File: src/rtl/arb_pkg.sv
// Shared types and sizes for the four-way round-robin arbiter.
package arb_pkg;
    typedef enum logic {IDLE, GRANT} state_t;

    localparam int N_REQ = 4;
    localparam int IDX_W = 2;
    localparam int CNT_W = 8;
endpackage

File: src/rtl/rr_pick4.sv
// Rotating-priority search: last_idx+1 is favoured, last_idx itself comes last.
module rr_pick4
    import arb_pkg::*;
(
    input  logic [N_REQ-1:0] req,
    input  logic [IDX_W-1:0] last_idx,
    output logic [IDX_W-1:0] win_idx,
    output logic             win_valid
);
    logic [IDX_W-1:0] cand;

    // Scan from lowest to highest priority so the best candidate lands last.
    always_comb begin
        win_idx   = last_idx;
        win_valid = 1'b0;
        cand      = last_idx;
        for (int k = N_REQ; k >= 1; k--) begin
            cand = last_idx + IDX_W'(k);
            if (req[cand]) begin
                win_idx   = cand;
                win_valid = 1'b1;
            end
        end
    end
endmodule

File: src/rtl/rr_arbiter4.sv
// Four-requester round-robin arbiter with registered owner index.
// Define ARB_TIMEOUT_EN to force a release after MAX_HOLD grant cycles.
module rr_arbiter4
    import arb_pkg::*;
#(
    parameter int MAX_HOLD = 8
) (
    input  logic             clk,
    input  logic             rst_n,
    input  logic [N_REQ-1:0] req,
    input  logic             rel,
    output logic [N_REQ-1:0] gnt,
    output logic [IDX_W-1:0] gnt_idx,
    output logic             gnt_valid,
    output logic             timeout
);
    state_t           state_q, state_d;
    logic [IDX_W-1:0] idx_q, idx_d;
    logic [IDX_W-1:0] last_q, last_d;
    logic [IDX_W-1:0] pick_last, win_idx;
    logic             win_valid;
    logic             vol_rel, force_rel, release_now;
    logic             grant_start;

    // On a release edge the current owner already counts as the last served.
    assign pick_last = (state_q == GRANT) ? idx_q : last_q;

    rr_pick4 u_pick (
        .req       (req),
        .last_idx  (pick_last),
        .win_idx   (win_idx),
        .win_valid (win_valid)
    );

    assign vol_rel     = ~req[idx_q] | rel;
    assign release_now = vol_rel | force_rel;

`ifdef ARB_TIMEOUT_EN
    localparam logic [CNT_W-1:0] HOLD_LAST = CNT_W'(MAX_HOLD - 1);

    logic [CNT_W-1:0] hold_q;
    logic             timeout_q;

    assign force_rel = (hold_q == HOLD_LAST) & ~vol_rel;
    assign timeout   = timeout_q;

    always_ff @(posedge clk or negedge rst_n) begin
        if (!rst_n) begin
            hold_q    <= '0;
            timeout_q <= 1'b0;
        end else begin
            timeout_q <= (state_q == GRANT) & force_rel;
            if (grant_start)
                hold_q <= '0;
            else if (state_q == GRANT)
                hold_q <= hold_q + 1'b1;
        end
    end
`else
    logic [CNT_W:0] unused_hold;

    assign force_rel   = 1'b0;
    assign timeout     = 1'b0;
    assign unused_hold = {grant_start, CNT_W'(MAX_HOLD)};
`endif

    always_comb begin
        state_d     = state_q;
        idx_d       = idx_q;
        last_d      = last_q;
        grant_start = 1'b0;
        unique case (state_q)
            IDLE: begin
                if (win_valid) begin
                    state_d     = GRANT;
                    idx_d       = win_idx;
                    grant_start = 1'b1;
                end
            end
            GRANT: begin
                if (release_now) begin
                    last_d      = idx_q;
                    grant_start = win_valid;
                    if (win_valid)
                        idx_d = win_idx;
                    else
                        state_d = IDLE;
                end
            end
            default: ;
        endcase
    end

    always_ff @(posedge clk or negedge rst_n) begin
        if (!rst_n) begin
            state_q <= IDLE;
            idx_q   <= '0;
            last_q  <= IDX_W'(N_REQ - 1);
        end else begin
            state_q <= state_d;
            idx_q   <= idx_d;
            last_q  <= last_d;
        end
    end

    assign gnt_valid = (state_q == GRANT);
    assign gnt_idx   = idx_q;
    assign gnt       = gnt_valid ? (N_REQ'(1) << idx_q) : '0;
endmodule

File: config.mk
export PLATFORM = sky130hd
export DESIGN_NAME = rr_arbiter4
export DESIGN_NICKNAME = d
export VERILOG_FILES = /design/src/rtl/arb_pkg.sv /design/src/rtl/rr_pick4.sv /design/src/rtl/rr_arbiter4.sv
export SDC_FILE = /design/constraint.sdc
export NUM_CORES = 1
export LEC_CHECK = 0
export ABC_AREA = 1
export CAP_MARGIN = 20
export CORE_AREA = 2 2 44 46
export DETAILED_ROUTE_END_ITERATION = 16
export DIE_AREA = 0 0 46 48
export GPL_ROUTABILITY_DRIVEN = 0
export PLACE_DENSITY = 0.63
export SLEW_MARGIN = 20
export SYNTH_ARGS = -nofsm -noshare
export SYNTH_HDL_FRONTEND = slang
export SYNTH_SLANG_ARGS = --single-unit
File: constraint.sdc
create_clock -name clk -period 1.72 [get_ports clk]
set_input_delay 0.516 -clock clk [delete_from_list [all_inputs] [get_ports clk]]
set_output_delay 0.516 -clock clk [all_outputs]
set_load 0.05 [all_outputs]
======== Word-level counts from Yosys, hierarchy flattened ========
Index checks and enable logic that the tools add are counted.
storage, ports and cells
  bits in latches ......................... 0
  bits in read-only memories .............. 0
  logic and storage cells ................. 42
  output and inout port bits .............. 8
  memories ................................ 0
  memory bits (writable) .................. 0
  bits in registers ....................... 5
operators by class
  equal/unequal tests ..................... 1
  bitwise operators ....................... 3
  $mul .................................... 0
  muxes and demuxes ....................... 25
  add/sub/neg operators ................... 3
  divide/modulo/power cells ............... 0
  reductions and logical operators ........ 1
  magnitude comparators ................... 5
  shift-type cells ........................ 1
operators with widths
  cell                                                         count
  less-than comparator 2 x 3 -> 1 bit (second input constant)  5
  two-way mux 2 bit                                            6
  two-way mux 1 bit                                            11
  binary-select mux 1 bit (select 2 bit)                       5
  adder 2 bit (second input constant)                          2
  two-way mux 4 bit                                            1
  case mux 2 bit (2 select lines)                              1
  left shift 1 x 2 -> 4 bit (first input constant)             1
  adder 2 x 1 -> 2 bit (second input constant)                 1
  != test 2 x 1 -> 1 bit (second input constant)               1
  NOT 1 bit                                                    2
  case mux 1 bit (2 select lines)                              1
  AND reduction 2 bit                                          1
  bitwise OR 1 bit                                             1

======== Logic depth before layout (Yosys ltp) ========
  word-level depth ........................ 10
  mapped depth ............................ 13

======== Hierarchy ========
A second synthesis with hierarchy kept.
unflattened totals
  cells, all modules ...................... 94
  area, all modules ....................... 568.0 um2
by module, submodules not included
  module       times used  cells each  area an instance (um2)
  rr_arbiter4  1           47          326.6
  rr_pick4     1           47          241.5

======== Least setup slack after synthesis ========
OpenSTA, ideal clock, no wires.
  path type ............................... register -> output
  start point ............................. reg state_q, in the netlist gnt_valid
  end point ............................... out gnt[3]
  path slack .............................. -0.366 ns
  buffers on the path ..................... 0
  cell stages (with the launch flop) ...... 3
  arrival time ............................ 1.570 ns
  path through ............................ dfrtp_1 > nand2_2 > nor2_1
on the way
  word-level cells in the longest chain between the ends .. 1
RTL lines
  what                    line                RTL
  from (decl)             rr_arbiter4.sv:17   state_t state_q, state_d;
  from (signal assigned)  rr_arbiter4.sv:100  state_q <= state_d;
  two-way mux 4 bit       rr_arbiter4.sv:108  assign gnt = gnt_valid ? (N_REQ'(1) << idx_q) : '0;
  to (decl)               rr_arbiter4.sv:12   output logic [N_REQ-1:0] gnt,
No other way between the ends.

======== Worst setup path after layout ========
  start point ............................. reg idx_q[1], in the netlist gnt_idx[1]
  end point ............................... out gnt[0]
on the way
  word-level cells in the longest chain between the ends .. 2
RTL lines
  what                       line                RTL
  from (decl)                rr_arbiter4.sv:18   logic [IDX_W-1:0] idx_q, idx_d;
  from (signal assigned)     rr_arbiter4.sv:101  idx_q <= idx_d;
  left shift 1 x 2 -> 4 bit  rr_arbiter4.sv:108
  two-way mux 4 bit          rr_arbiter4.sv:108
No other way between the ends.

==> results.py <==
metrics = {
    "placed_design": {
        "numPortBuffers": 13,
        "place_inst": 133,
        "dp.final_hpwl_um": 1181,
    },
    "status": {
        "status": "finished clean",
    },
    "worst_setup_path": {
        "cp_max_fo": 4,
        "arrival_ns": 1.15,
        "required_ns": 1.20,
        "endpoint_kind": "output pin",
        "crit_family": "flip-flops",
        "critPathMaxStageDelay_ns": 0.43,
        "start_kind": "flop",
        "path_buf_inv": 2,
        "worstSetupPathType": "flop to output pin",
        "cpMaxStageDelayCell": "dfrtp_2",
        "crit_chain": "inv_1 > nand2_1 > nor2_2 > buf_12",
    },
    "detailed_routing": {
        "first_pass_iters": 4,
        "num_vias": 653,
        "wl_um": 1502,
        "first_iter_violations": 11,
        "drc_errors": 0,
        "wl_per_cell_um": 10.73,
        "vias_per_cell": 4.664,
        "drtAntennaViolNets": 0,
    },
    "synth": {
        "seq_area_frac_synth_pct": 20.82,
        "synth_area_um2": 613.1,
        "ys_seq_elements": 5,
        "ys_warn_count": 0,
        "yosysUniqueCellTypes": 21,
        "syn_nets": 106,
        "synth_cells": 99,
        "syn_area_per_cell_um2": 6.193,
    },
    "grt": {
        "grt_pass1_wl_um": 2187,
        "grt_overflow_total": 0,
        "grt_max_degree": 14,
        "grt_use_total_pct": 14.11,
        "antenna_found_initial": 0,
        "grt_pass1_vias": 537,
    },
    "floorplan": {
        "io_pins": 15,
        "die_area_um2": 2208,
        "initial_core_util_pct": 36.30,
        "die_w_um": 46,
        "rows": 15,
        "die_y_um": 48,
        "coreArea_um2": 1689,
    },
    "finish": {
        "drive_gt1_share_pct": 42.28,
        "fillers": 170,
        "area_delta_synth_final_pct": 55.51,
        "final_core_util_pct": 56.44,
        "nNetsFinal": 131,
        "fin_cells": 140,
        "insertedDiodeCount": 0,
    },
    "cts": {
        "clockRootBuffer": "clkbuf_4",
        "numCtsBuffers": 3,
        "cts_tree": "done",
        "clock-sinks": 5,
        "clock_latency_ns": 0.23,
        "cts_max_level": 1,
        "clockBufferDepth": 2,
        "clkTransAtPathRegs_ns": 0.04,
    },
    "timing": {
        "fmax_mhz": 600.9,
        "fin_crit_ns": 1.664,
        "grt_setup_unrepaired": "no",
        "period_share_pct": 96.76,
        "final_hold_viol_count": 0,
        "maxSlewViolCount": 0,
        "clock_skew_ns": 0.0004568,
        "finalSetupViolCount": 0,
    },
    "job": {
        "maxCapViolations": 0,
    },
    "worst_hold_path": {
        "min_path_type": "input pin to async pin",
    },
}
sequential cells by signal, indices dropped and copies added, names as in the netlist:
| register | flops |
|---|---|
| last_q | 2 |
| gnt_idx | 2 |
| gnt_valid | 1 |
per-stage QoR:
stage               setup TNS [ns]  setup WS (ns)  hold WS (ns)  area (µm²)
floorplan                        0        0.01211        0.2204       631.9
global placement           -0.5816        -0.2143        0.4906       879.6
detailed placement         -0.6853        -0.2480        0.5037       879.6
CTS                              0        0.01215        0.4982       920.9
global route                     0       0.002373        0.5152       953.4
finish                           0        0.05577        0.4980       953.4
repair_timing:
item / CTS / global route
buffers inserted: 2 / 1
setup endpoints to repair: 2 / 4
endpoints found under the hold margin: 0 / 0
hold buffers: 0 / 0
resized for setup: 1 / 10
gates cloned: 0 / 0
pin swaps: 2 / 3
worst reg2reg max path, cell delays in order, from the launching register on:
cell and delay, ns:
dfrtp_2 0.43, inv_1 0.08, nand2_1 0.11, nand2_1 0.17, nand2_1 0.06, nand2_1 0.12, nand2_1 0.10, nand2_2 0.09
nand3_4 0.09, nand2_2 0.08, nand3b_1 0.11, nand2_1 0.05
final timing paths:
check,cells after the start,slack (ns),endpoint,startpoint
worst max-delay path,4,0.06,gnt[0],gnt_idx[1]
worst min-delay path,1,0.50,gnt_valid,rst_n
worst max register to register,11,0.11,gnt_idx[0],gnt_idx[1]
worst min register to register,2,0.50,last_q[1],last_q[1]
max in group asynchronous,1,0.98,last_q[0],rst_n
min in group clk,2,0.50,last_q[1],last_q[1]
cells in the mapped netlist:
cell type	instances	area [µm²]
nand2_1	37	138.9
inv_1	12	45.04
nand2_2	9	56.30
nor2_1	6	22.52
nand2_4	5	56.30
o21ai_0	5	25.02
nand3_1	4	20.02
a21oi_1	3	15.01
dfrtp_1	3	75.07
dfstp_2	2	52.55
o211ai_1	2	15.01
o21ai_2	2	17.52
and2_1	1	6.260
buf_4	1	7.510
buf_6	1	11.26
conb_1	1	3.750
inv_2	1	3.750
nand3_4	1	17.52
nand3b_1	1	7.510
nor2_4	1	11.26
o21ai_1	1	5.000
cell families (layout without fill, tap and decap cells):
logic type,after synthesis,in the layout,share of synthesized area [%]
AO/OA/AOI/OAI,13,13,12.65
buffers and inverters,15,39,11.02
flip-flops,5,5,20.82
other,1,1,0.6117
AND/OR/NAND/NOR,65,65,54.90
per-layer routing:
layer / global-route usage (%) / vias to the layer above / part of all wire, %
met1: 18.96 / 293 / 47
met4: 5.143 / 0 / 0
met3: 0 / 0 / 1.5
met5: 0 / - / 0
li1: - / 351 / -
met2: 24.44 / 9 / 52
final cells by class:
| cell class | count | area (µm²) | share of cell area (%) |
|---|---|---|---|
| clock buffer | 4 | 26.28 | 2.756 |
| inverter | 13 | 48.80 | 5.118 |
| multi-input combinational | 79 | 450.4 | 47.24 |
| sequential | 5 | 131.4 | 13.78 |
| tap | 17 | 21.27 | 2.231 |
| timing repair buffer | 22 | 275.3 | 28.87 |
layout by cell type, fill, tap and decap left out, drive strengths merged:
master	count
nand3	5
clkbuf	4
inv	13
dfrtp	3
nand2	51
o211ai	2
and2	1
dlymetal6s2s	3
nand3b	1
clkdlybuf4s50	3
a21oi	3
dfstp	2
nor2	7
buf	16
o21ai	8
conb	1
Power is left out: the tool's default activity adds up to more than one toggle a clock period on the data nets, which glitch-free logic cannot reach.
